**src/rtl/stepper_pkg.sv**
```systemverilog
// Shared constants and index helpers for the one-hot step sequencer.
package stepper_pkg;

    localparam logic MODE_WRAP   = 1'b0;
    localparam logic MODE_BOUNCE = 1'b1;
    localparam logic DIR_UP      = 1'b0;
    localparam logic DIR_DOWN    = 1'b1;

    // Clamp an index-like value to the highest legal index.
    function automatic int unsigned clamp_idx(input int unsigned x, input int unsigned max_idx);
        return (x > max_idx) ? max_idx : x;
    endfunction

endpackage

```
**src/rtl/step_prescaler.sv**
```systemverilog
// Step-rate prescaler: tick once every div+1 enabled cycles; clr restarts the count.
module step_prescaler #(
    parameter int unsigned DIV_W = 8
) (
    input  logic             clk,
    input  logic             rst,
    input  logic             en,
    input  logic             clr,
    input  logic [DIV_W-1:0] div,
    output logic             tick
);

    logic [DIV_W-1:0] pc_q;
    logic [DIV_W-1:0] pc_d;

    always_comb begin
        pc_d = pc_q;
        tick = en && !clr && (pc_q == div);
        if (clr || tick) begin
            pc_d = '0;
        end else if (en) begin
            pc_d = pc_q + DIV_W'(1);
        end
    end

    always_ff @(posedge clk) begin
        if (rst) begin
            pc_q <= '0;
        end else begin
            pc_q <= pc_d;
        end
    end

endmodule

```
**src/rtl/step_sequencer.sv**
```systemverilog
// Parametrised one-hot step sequencer with wrap/bounce modes, prescaler,
// synchronous load and an end-of-sequence pulse.
module step_sequencer
    import stepper_pkg::*;
#(
    parameter int unsigned N     = 9,
    parameter int unsigned IDX_W = $clog2(N),
    parameter int unsigned DIV_W = 8
) (
    input  logic             clk,
    input  logic             rst,
    input  logic             en,
    input  logic             dir,
    input  logic             mode,
    input  logic [IDX_W-1:0] last_step,
    input  logic [DIV_W-1:0] div,
    input  logic             load,
    input  logic [IDX_W-1:0] load_idx,
    output logic [N-1:0]     step,
    output logic [IDX_W-1:0] idx,
    output logic             wrap
);

    logic [IDX_W-1:0] idx_q, idx_d;
    logic             dir_q, dir_d;
    logic             wrap_q, wrap_d;
    logic [IDX_W-1:0] eff_last;
    logic             tick;
    logic             move_up;

    step_prescaler #(.DIV_W(DIV_W)) u_prescaler (
        .clk  (clk),
        .rst  (rst),
        .en   (en),
        .clr  (load),
        .div  (div),
        .tick (tick)
    );

    always_comb begin
        eff_last = IDX_W'(clamp_idx(32'(last_step), N - 1));
        idx_d    = idx_q;
        dir_d    = (mode == MODE_WRAP) ? dir : dir_q;
        wrap_d   = 1'b0;
        move_up  = ((mode == MODE_WRAP) ? dir : dir_q) == DIR_UP;
        if (load) begin
            idx_d = IDX_W'(clamp_idx(32'(load_idx), 32'(eff_last)));
            dir_d = dir;
        end else if (tick) begin
            if (idx_q > eff_last) begin
                // index stranded above a shrunken length: restart at the near end
                idx_d  = move_up ? '0 : eff_last;
                wrap_d = 1'b1;
            end else if (mode == MODE_WRAP) begin
                if (move_up) begin
                    idx_d  = (idx_q == eff_last) ? '0 : idx_q + IDX_W'(1);
                    wrap_d = (idx_q == eff_last);
                end else begin
                    idx_d  = (idx_q == '0) ? eff_last : idx_q - IDX_W'(1);
                    wrap_d = (idx_q == '0);
                end
            end else if (eff_last == '0) begin
                idx_d  = '0;
                wrap_d = 1'b1;
            end else if (move_up && idx_q == eff_last) begin
                idx_d  = eff_last - IDX_W'(1);
                dir_d  = DIR_DOWN;
                wrap_d = 1'b1;
            end else if (!move_up && idx_q == '0) begin
                idx_d  = IDX_W'(1);
                dir_d  = DIR_UP;
                wrap_d = 1'b1;
            end else begin
                idx_d = move_up ? idx_q + IDX_W'(1) : idx_q - IDX_W'(1);
            end
        end
    end

    always_ff @(posedge clk) begin
        if (rst) begin
            idx_q  <= '0;
            dir_q  <= DIR_UP;
            wrap_q <= 1'b0;
        end else begin
            idx_q  <= idx_d;
            dir_q  <= dir_d;
            wrap_q <= wrap_d;
        end
    end

    assign step = N'(1) << idx_q;
    assign idx  = idx_q;
    assign wrap = wrap_q;

endmodule

```
**config.mk**
```make
export PLATFORM = sky130hd
export DESIGN_NAME = step_sequencer
export DESIGN_NICKNAME = d
export VERILOG_FILES = /design/src/rtl/stepper_pkg.sv /design/src/rtl/step_prescaler.sv /design/src/rtl/step_sequencer.sv
export SDC_FILE = /design/constraint.sdc
export NUM_CORES = 1
export LEC_CHECK = 0
export BUFFER_PORTS_ARGS = -buffer_cell sky130_fd_sc_hd__buf_2
export CAP_MARGIN = 20
export CORE_MARGIN = 2
export CORE_UTILIZATION = 52
export DETAILED_ROUTE_END_ITERATION = 7
export PLACE_DENSITY = 0.87
export SLEW_MARGIN = 0
export SYNTH_ARGS = -nofsm -noshare
export SYNTH_HDL_FRONTEND = slang
export SYNTH_SLANG_ARGS = --single-unit
```
**constraint.sdc**
```tcl
create_clock -name clk -period 3.05 [get_ports clk]
set_input_delay 0.61 -clock clk [delete_from_list [all_inputs] [get_ports clk]]
set_output_delay 0.61 -clock clk [all_outputs]
set_load 0.02 [all_outputs]
```
======== Yosys cells after proc, flatten, opt, wreduce, memory -nomap -nowiden ========
Index checks and enable logic that the tools add are counted.
cells by class
  eq/ne operators ......................... 2
  reductions and logical operators ........ 11
  bitwise logic cells ..................... 2
  shift-type cells ........................ 1
  $lt $le $gt $ge ......................... 3
  add/sub/neg operators ................... 4
  multiplexer cells ....................... 28
operator list
  cell                 number
  $mux 4               14
  $mux 1               14
  $shl 1x4->9 const A  1
  $add 8x1->8 const B  1
  $eq 8x8->1           1
  $gt 4x4->1           2
  $logic_not 4->1      2
  $sub 4x1->4 const B  2
  $add 4x1->4 const B  1
  $eq 4x4->1           1
  $gt 4x4->1 const B   1
  $logic_and 1x1->1    4
  $reduce_or 3->1      1
  $not 1->1            2
  $reduce_bool 2->1    1
  $reduce_or 2->1      1
  $logic_not 1->1      1
  $logic_or 1x1->1     1
storage, ports and cells
  register bits after elaboration ......... 14
  input bits .............................. 22
  output and inout port bits .............. 14

======== Logic depth before layout (Yosys ltp) ========
Gate-level depths: netlist of the first run.
  depth after elaboration ................. 10
  gate-level depth with buffers ........... 11
  depth with buffers taken out ............ 10

======== Hierarchy ========
Synthesis of the first run repeated with hierarchy kept, for this count alone.
second synthesis, totals
  cell total of the unflattened synthesis .. 195
  area total of the unflattened synthesis .. 1609.0 µm²
modules (own cells, without submodules)
  module          area each (µm²)  instances  cells each  seq. area each (µm²)
  step_sequencer  1138.6           1          146         120.1
  step_prescaler  470.5            1          49          160.2

======== Worst setup path before layout of the first run ========
Ideal clock, no wire load.
  path kind ............................... input port to flip-flop
  from .................................... in last_step[3]
  to ...................................... reg idx_q[2], in the netlist idx[2]
  stages on the path ...................... 10
  arrival ................................. 2.343 ns
  library setup time ...................... 0.130 ns
  path slack .............................. 0.577 ns
  cell sequence ........................... buf_6 > nor2b_1 > inv_1 > ha_1 > nor2b_1 > o21ai_0 > a21oi_1 > mux2_2 > a21oi_1 > o21ai_0
on the way
  longest elaborated chain between the ends .. 10
  elaborated cells between the ends (all ways) .. 19
  classes of those cells .................. add/sub: 1; order compare: 3; eq/ne: 1; mux: 12; reduce/logical: 2
RTL lines
  what                                                 RTL line              source
  start, declared                                      step_sequencer.sv:15  input logic [IDX_W-1:0] last_step,
  $gt 4x4->1                                           stepper_pkg.sv:11     return (x > max_idx) ? max_idx : x;
  $mux 4 *                                             stepper_pkg.sv:11
  branches (longest 7 deep; another with $sub 4x1->4)  n/a
  $mux 4 *                                             step_sequencer.sv:46  if (load) begin
  end signal, assigned                                 step_sequencer.sv:85  idx_q <= idx_d;
  end, declared                                        step_sequencer.sv:24  logic [IDX_W-1:0] idx_q, idx_d;
Every way passes the cells marked *. The select of a mux whose other input is x is not followed.
A chain may end at the register's enable or synchronous reset.

======== Worst setup path in the final report of the first run ========
Ends and elaborated chain as after synthesis.

==> results_dict.tcl, run 1 <==
set metrics [dict create \
    outcome "completed" \
    synth-edff-count 0 \
    avgSynthCellArea_sq_um 7.91 \
    cp_max_fo 9 \
    cts_buffers 3 \
    fill_cells 280 \
    powerDensity_nw_per_um2 320 \
    antenna_left 0 \
    ys_ff_latch 14 \
    yosysUniqueCellTypes 48 \
    grt_pass1_wl_mm 6.82 \
    final_common_cell "buf_2" \
    rr_worst_depth 9 \
    start_util_pct 53.8 \
    ys_seq_area_share_pct 17.2 \
    syn_nets 244 \
    crit_chain "buf_2, nor2b_1, inv_1, ha_1, nor2b_1, o21ai_0, a21oi_1, mux2_2, a21oi_1, o21ai_0" \
    worst_setup_path_start_kind "input pin" \
    crit_required_ns 3.23 \
    finClkSkew_ns 0.00104 \
    finish.instance_area_sq_um 1860 \
    htree_levels 1 \
    drv_cap 0 \
    die_w_um 60.0 \
    timing.final.crit_share_pct 83.3 \
    clockRootBuffer "clkbuf_4" \
    antenna_found_initial 0 \
    holdPathEnd "u_prescaler.pc_q[7]" \
    tns_ns 0 \
    design.core.area_sq_um 3030 \
    finalNonFillerCells 282 \
    clock_latency_ns 0.28 \
    postLayoutCoreUtil_pct 61.3 \
    hold_start "u_prescaler.pc_q[7]" \
    drive_above_1_share_pct 23.9 \
    ys_top_cells_by_area "dfxtp_1 (17%), ha_1 (12%), xnor2_1 (5.9%)" \
    std_cell_rows 20 \
    gr-total-overflow 0 \
    grt_usage_pct 24.7 \
    postCtsHoldBufs 0 \
    ir_drop_uv 262 \
    regToRegEndpoint "idx[0]" \
    critical_path_class "in2reg" \
    tightest_slew_ns 0.609 \
    wl_per_cell_um 14.2 \
    grt_pass1_vias 1519 \
    io_pins 36 \
    cellLeakagePower_nw 0.798 \
    path_clk_slew_ns 0.09 \
    synth.top_cell.area_share_pct 17.2 \
    hold_class "reg2reg" \
    drv_slew 0 \
    final-setup-viol-count 0 \
    n_antenna_cell 0 \
    synth_flop_cell "dfxtp_1" \
    wirelength_mm 4.01 \
    hpwl_mm 3.10 \
    final_cell_mix "buf_2 (35), nor2_1 (17), ha_1 (16)" \
    r2r-start "idx[1]" \
    cp-end-kind "register" \
    max_stage_delay_ns 0.41 \
    cts_setup_buffers 0 \
    dpl_cell_area_sq_um 1820 \
    syn_area_sq_um 1630 \
    grt_setup_unrepaired "false" \
    r2r_slack_ns 0.84 \
    yosys_warnings 0 \
    async_flop_share_pct 0 \
    yosys.area.top_type "dfxtp_1" \
    vias 1602 \
    period_minus_slack_ns 2.54 \
    relSlewSlack_pct 59.1 \
    timing.fmax_ghz 0.393 \
    cts_resized 0 \
    nNetsFinal 277 \
    clockBufferDepth 2 \
    fp.dieH_um 60.0 \
    io_buffers 35 \
    hold_depth 2 \
    synthCells 206 \
    syn_to_final_growth_pct 13.8 \
    die_area_sq_um 3600 \
    route.detailed.drc 0 \
    hold_viol_final 0 \
    grt_max_degree 16 \
    critPathSlowestCell "a21oi_1" \
    drt-initial-drc-count 165 \
    vias_per_cell 5.68 \
    dp.cells 278 \
    drtPass1Iterations 4 \
    clkSinkCount 14 \
    place.gp.congestion 0.935 \
    worstPathArrival_ns 2.72 \
    cts_tree "done" \
]
==> worst max-delay path: cells and delay by family <==
kind / cells / cell delay, ns
compound gates: 4 / 0.71
simple gates: 2 / 0.39
fa+ha+maj: 1 / 0.31
buf+inv: 2 / 0.32
mux: 1 / 0.39
==> layer usage <==
layer  track usage [%]  part of all wire (%)  vias up
met3              5.63                   7.2        4
met1              33.3                    47      715
met5                 0                     0        -
met4              4.76                  0.60        0
li1                  -                     -      806
met2              40.2                    46       77
==> final cells by class <==
class	instances	area, sq um	share of cell area (%)
clock buffers	4	36.3	1.96
multi-input cells	171	1240	67.0
inverters	12	50.0	2.70
well taps	44	55.1	2.97
flip-flops and latches	14	280	15.1
repair buffers	37	190	10.2
==> how the worst max path moves through the flow <==
stage,startpoint,endpoint,cells after the start
3_3_place_gp,last_step[3],idx[2],10
3_5_place_dp,last_step[3],idx[2],10
6_report,last_step[3],idx[2],10
5_1_grt,last_step[3],idx[2],10
4_1_cts,last_step[3],idx[2],10
2_1_floorplan,last_step[3],idx[2],10
==> cells by family (layout without fill, tap and decap cells) <==
family,after synthesis,count (layout),synth area share (%)
muxes,9,9,6.06
AOI/OAI and AO/OA,47,47,18.8
DFF,14,14,17.2
xor gates and xnor gates,18,18,11.3
adders and majority gates,16,16,12.3
buffers and inverters,21,53,6.52
and+or+nand+nor,81,81,27.9
==> synth_stat cells (all sizes together) (2+ instances only) <==
library cell   n
mux2           4
o221ai         2
nand4          7
nor2b          9
a31oi          3
nand2b         3
dfxtp         14
buf            6
nand3         10
o21ai         16
o211ai         3
clkbuf         3
nor2          17
nand2         11
inv           12
xor2           5
ha            16
or3            2
nor3b          3
a32oi          2
a21oi         14
and3           6
xnor2         13
mux2i          5
nor3           8
==> state kept, by name, indices dropped and copies added, names as in the netlist <==
signal / cells
wrap: 1
u_prescaler.pc_q: 8
idx: 4
dir_q: 1
==> power breakdown <==
group	internal, mW	leakage [nW]	total [mW]	switching, mW
registers	0.189	0.114	0.202	0.0130
clock network	0.0727	0.0210	0.139	0.0659
logic	0.102	0.663	0.253	0.151
==> through the flow <==
stage / power (mW) / hold WS (ns) / setup slack [ns]
final: 0.593 / 0.546 / 0.508
after detailed placement: 0.455 / 0.526 / 0.227
after floorplan: 0.386 / 0.500 / 0.577
after global routing: 0.630 / 0.574 / 0.344
after global placement: 0.453 / 0.533 / 0.385
after CTS: 0.592 / 0.554 / 0.533
(Power assumes the default switching activity.)
==> inputs of run 2 (changes only) <==
clock period = 2.5 ns   (was 3.05 ns; I/O delays follow)
==> results_dict.tcl, run 2 (synthesized netlist as in run 1, its figures left out) <==
set metrics [dict create \
    outcome "completed" \
    io_buffers 35 \
    largest_reg_flops 8 \
    hpwl_mm 3.15 \
    clockRootBuffer "clkbuf_4" \
    htree_levels 1 \
    worstPathArrival_ns 1.84 \
    hold_class "in2reg" \
    syn_to_final_growth_pct 16.6 \
    crit_required_ns 2.00 \
    design.core.area_sq_um 3030 \
    finClkSkew_ns 0.00318 \
    hold_viol_final 0 \
    hold_start "rst" \
    ir_drop_uv 269 \
    grt_usage_pct 24.4 \
    max_stage_delay_ns 0.43 \
    cp_common_cell "inv_2" \
    powerDensity_nw_per_um2 386 \
    cp_max_fo 8 \
    postCtsHoldBufs 0 \
    drtPass1Iterations 4 \
    start_util_pct 53.8 \
    cts_setup_buffers 0 \
    grt_setup_unrepaired "false" \
    grt_pass1_wl_mm 6.71 \
    grt_max_degree 15 \
    final_cell_mix "buf_2 (35), nor2_1 (17), ha_1 (16)" \
    critPathSlowestCell "dfxtp_1" \
    place.gp.congestion 0.948 \
    antenna_left 0 \
    vias_per_cell 5.73 \
    io_pins 36 \
    cts_tree "done" \
    n_antenna_cell 0 \
    worst_setup_path_start_kind "register" \
    crit_chain "inv_2, ha_1, or3b_1, inv_2, buf_2" \
    hold_slack_ns 0.499 \
    critical_path_class "reg2out" \
    cts_buffers 3 \
    timing.final.crit_share_pct 93.6 \
    fp.dieH_um 60.0 \
    hold_depth 2 \
    die_w_um 60.0 \
    relSlewSlack_pct 72.7 \
    std_cell_rows 20 \
    clkSinkCount 14 \
    path_clk_slew_ns 0.09 \
    cellLeakagePower_nw 0.829 \
    drive_above_1_share_pct 26.2 \
    critPathBufInv 3 \
    final-setup-viol-count 0 \
    timing.fmax_ghz 0.427 \
    nNetsFinal 283 \
    holdPathEnd "dir_q" \
    cp_top_family "buffers and inverters" \
    r2r-start "idx[1]" \
    wirelength_mm 4.05 \
    final_common_cell "buf_2" \
    clockBufferDepth 2 \
    route.detailed.drc 0 \
    regToRegEndpoint "idx[0]" \
    cts_resized 0 \
    grt_pass1_vias 1515 \
    cp-end-kind "output port" \
    clock_latency_ns 0.29 \
    rr_worst_depth 9 \
    drt-initial-drc-count 99 \
    drv_slew 0 \
    r2r_slack_ns 0.37 \
    wl_per_cell_um 14.1 \
    drv_cap 0 \
    tightest_slew_ns 0.408 \
    vias 1650 \
    period_minus_slack_ns 2.34 \
    gr-total-overflow 0 \
    postLayoutCoreUtil_pct 62.8 \
    die_area_sq_um 3600 \
    regMostFlops "u_prescaler.pc_q" \
    antenna_found_initial 0 \
]
run 2: changes by cell type in the layout (fill, tap and decap cells not counted), sizes merged:
cell,delta
buf,+6
run 2: how the worst max path moves through the flow:
stage / from / depth (start not counted) / endpoint / slack [ns]
floorplan: last_step[3] / 10 / idx[2] / 0.14
global placement: last_step[3] / 11 / idx[1] / 0.14
detailed placement: last_step[3] / 11 / idx[1] / -0.02
CTS: idx[1] / 5 / step[0] / 0.11
global route: idx[1] / 5 / step[0] / 0.06
finish: idx[1] / 5 / step[0] / 0.16
run 2: area by class of cell:
type / instances / area, sq um
Timing Repair Buffer: 43 / 235
Inverter: 12 / 50.0
Sequential cell: 14 / 280
Clock buffer: 4 / 36.3
Fill cell: 275 / 1130
Multi-Input combinational cell: 171 / 1240
Tap cell: 44 / 55.1
run 2: per-layer routing:
layer  vias up  wire [um]  GRT usage (%)
met1       760       1910           31.8
met2        68       1870           40.2
met4         0         41           7.30
met3         6        231           5.19
met5         -          0              0
li1        816          -              -
run 2: power breakdown:
group,internal [mW],leakage (nW),switching (mW)
Clock,0.0888,0.0210,0.0781
Combinational,0.134,0.694,0.188
Sequential,0.230,0.114,0.0143
Total,0.453,0.829,0.280
run 2: per-stage QoR:
stage          setup WS (ns)  total power [mW]  instances  instance area (sq um)  TNS, ns
3_3_place_gp           0.136             0.560        284                   1860        0
4_1_cts                0.105             0.738        288                   1900        0
2_1_floorplan          0.137             0.471        206                   1630        0
5_1_grt               0.0558             0.781        288                   1900        0
6_report               0.160             0.734        288                   1900        0
3_5_place_dp         -0.0247             0.566        284                   1860  -0.0364
==> inputs of run 3 (changes only) <==
CORE_UTILIZATION = 49   (was 52)
PLACE_DENSITY = 0.86   (was 0.87)
clock period = 2.1 ns   (was 2.5 ns; I/O delays follow)
==> results_dict.tcl, run 3 (synthesized netlist as in run 1, its figures left out) <==
set metrics [dict create \
    drt-initial-drc-count 172 \
    std_cell_rows 20 \
    die_w_um 61.7 \
    place.gp.congestion 1.06 \
    globalRouteMet2Util_pct 40.0 \
    cts_buffers 3 \
    dp.cells 306 \
    finish.instance_area_sq_um 2070 \
    critical_path_class "reg2out" \
    grt_max_degree 15 \
    clock_latency_ns 0.28 \
    dpl_cell_area_sq_um 2040 \
    drv_cap 0 \
    setup_ws_ns 0.0879 \
    hold_class "in2reg" \
    wl_per_cell_um 13.9 \
    place_ws_ns -0.152 \
    io_pins 36 \
    cts_tree "done" \
    grt_pass1_vias 1534 \
    path_clk_slew_ns 0.08 \
    syn_to_final_growth_pct 26.9 \
    die_area_sq_um 3800 \
    grt_util_met3_pct 5.46 \
    start_util_pct 52.5 \
    io_buffers 35 \
    regMostFlops "u_prescaler.pc_q" \
    design.core.area_sq_um 3100 \
    timing.fmax_ghz 0.497 \
    vias_per_cell 5.65 \
    crit_chain "inv_1, ha_1, or3b_1, inv_2, buf_2" \
    hold_viol_final 0 \
    final-setup-viol-count 0 \
    drtPass1Iterations 5 \
    worstPathArrival_ns 1.59 \
    drv_slew 0 \
    antenna_found_initial 0 \
    tightest_slew_ns 0.305 \
    grt_busiest_layer "met2" \
    gr-total-overflow 0 \
    wirelength_mm 4.32 \
    grt_setup_unrepaired "false" \
    grtUsageMet1_pct 33.8 \
    final_common_cell "buf_2" \
    cellLeakagePower_nw 0.938 \
    finClkSkew_ns 0.00228 \
    vias 1752 \
    drive_above_1_share_pct 33.1 \
    crit_required_ns 1.68 \
    htree_levels 1 \
    grt_pass1_wl_mm 7.04 \
    clkSinkCount 14 \
    relSlewSlack_pct 79.6 \
    postLayoutCoreUtil_pct 66.7 \
    cp_max_fo 4 \
    fp.dieH_um 61.7 \
    clockRootBuffer "clkbuf_4" \
    final_cell_mix "buf_2 (35), buf_4 (31), nor2_1 (17)" \
    tns_ns 0 \
    cts_resized 0 \
    ir_drop_uv 317 \
    nNetsFinal 306 \
    period_minus_slack_ns 2.01 \
    grt_usage_pct 24.8 \
    finalNonFillerCells 310 \
    antenna_left 0 \
    powerDensity_nw_per_um2 427 \
    worst_setup_path_start_kind "register" \
    outcome "completed" \
    max_stage_delay_ns 0.41 \
    critPathSlowestCell "or3b_1" \
    clockBufferDepth 2 \
    n_antenna_cell 0 \
    hpwl_mm 3.47 \
    route.detailed.drc 0 \
    largest_reg_flops 8 \
    timing.final.crit_share_pct 95.8 \
    cp-end-kind "output port" \
]
==> run 3: worst paths after layout <==
kind	slack, ns	cells after the start	startpoint	end
hold / removal	0.43	2	rst	dir_q
hold reg to reg	0.56	2	u_prescaler.pc_q[7]	u_prescaler.pc_q[7]
setup / recovery	0.09	5	idx[1]	step[0]
setup reg to reg	0.21	8	idx[1]	idx[0]
==> run 3: metrics by stage <==
| stage | hold slack [ns] | total power, mW |
|---|---|---|
| 2_1_floorplan | 0.500 | 0.567 |
| 3_3_place_gp | 0.523 | 0.722 |
| 3_5_place_dp | 0.531 | 0.729 |
| 4_1_cts | 0.416 | 0.880 |
| 5_1_grt | 0.430 | 0.943 |
| 6_report | 0.425 | 0.884 |
==> run 3: final cells by class <==
type,count,area [sq um]
Multi-Input combinational cell,171,1250
Fill cell,289,1030
Timing Repair Buffer,66,408
Sequential cell,14,280
Tap cell,44,55.1
Inverter,12,50.0
Clock buffer,3,22.5
==> run 3: per-layer routing <==
metal / vias to the layer above / part of all wire (%)
li1: 868 / -
met1: 770 / 44
met2: 107 / 45
met3: 7 / 9.5
met4: 0 / 1.3
met5: - / 0
==> run 3: report_power, final <==
part	internal, mW	switching, mW	total, mW	leakage [nW]
logic	0.205	0.244	0.448	0.810
registers	0.274	0.0123	0.287	0.114
clock network	0.0665	0.0823	0.149	0.0138
total	0.545	0.338	0.884	0.938
==> run 3: timing repair <==
action / 4_1_cts / 5_1_grt
hold buffers: 0 / 0
setup endpoints to repair: 0 / 1
setup buffers: 0 / 1
==> run 3: critical path: cells and delay by family (launching register included) <==
kind | cells | cell delay (ns)
and+or+nand+nor | 1 | 0.41
DFF | 1 | 0.37
buffers and inverters | 3 | 0.35
adders and majority gates | 1 | 0.18
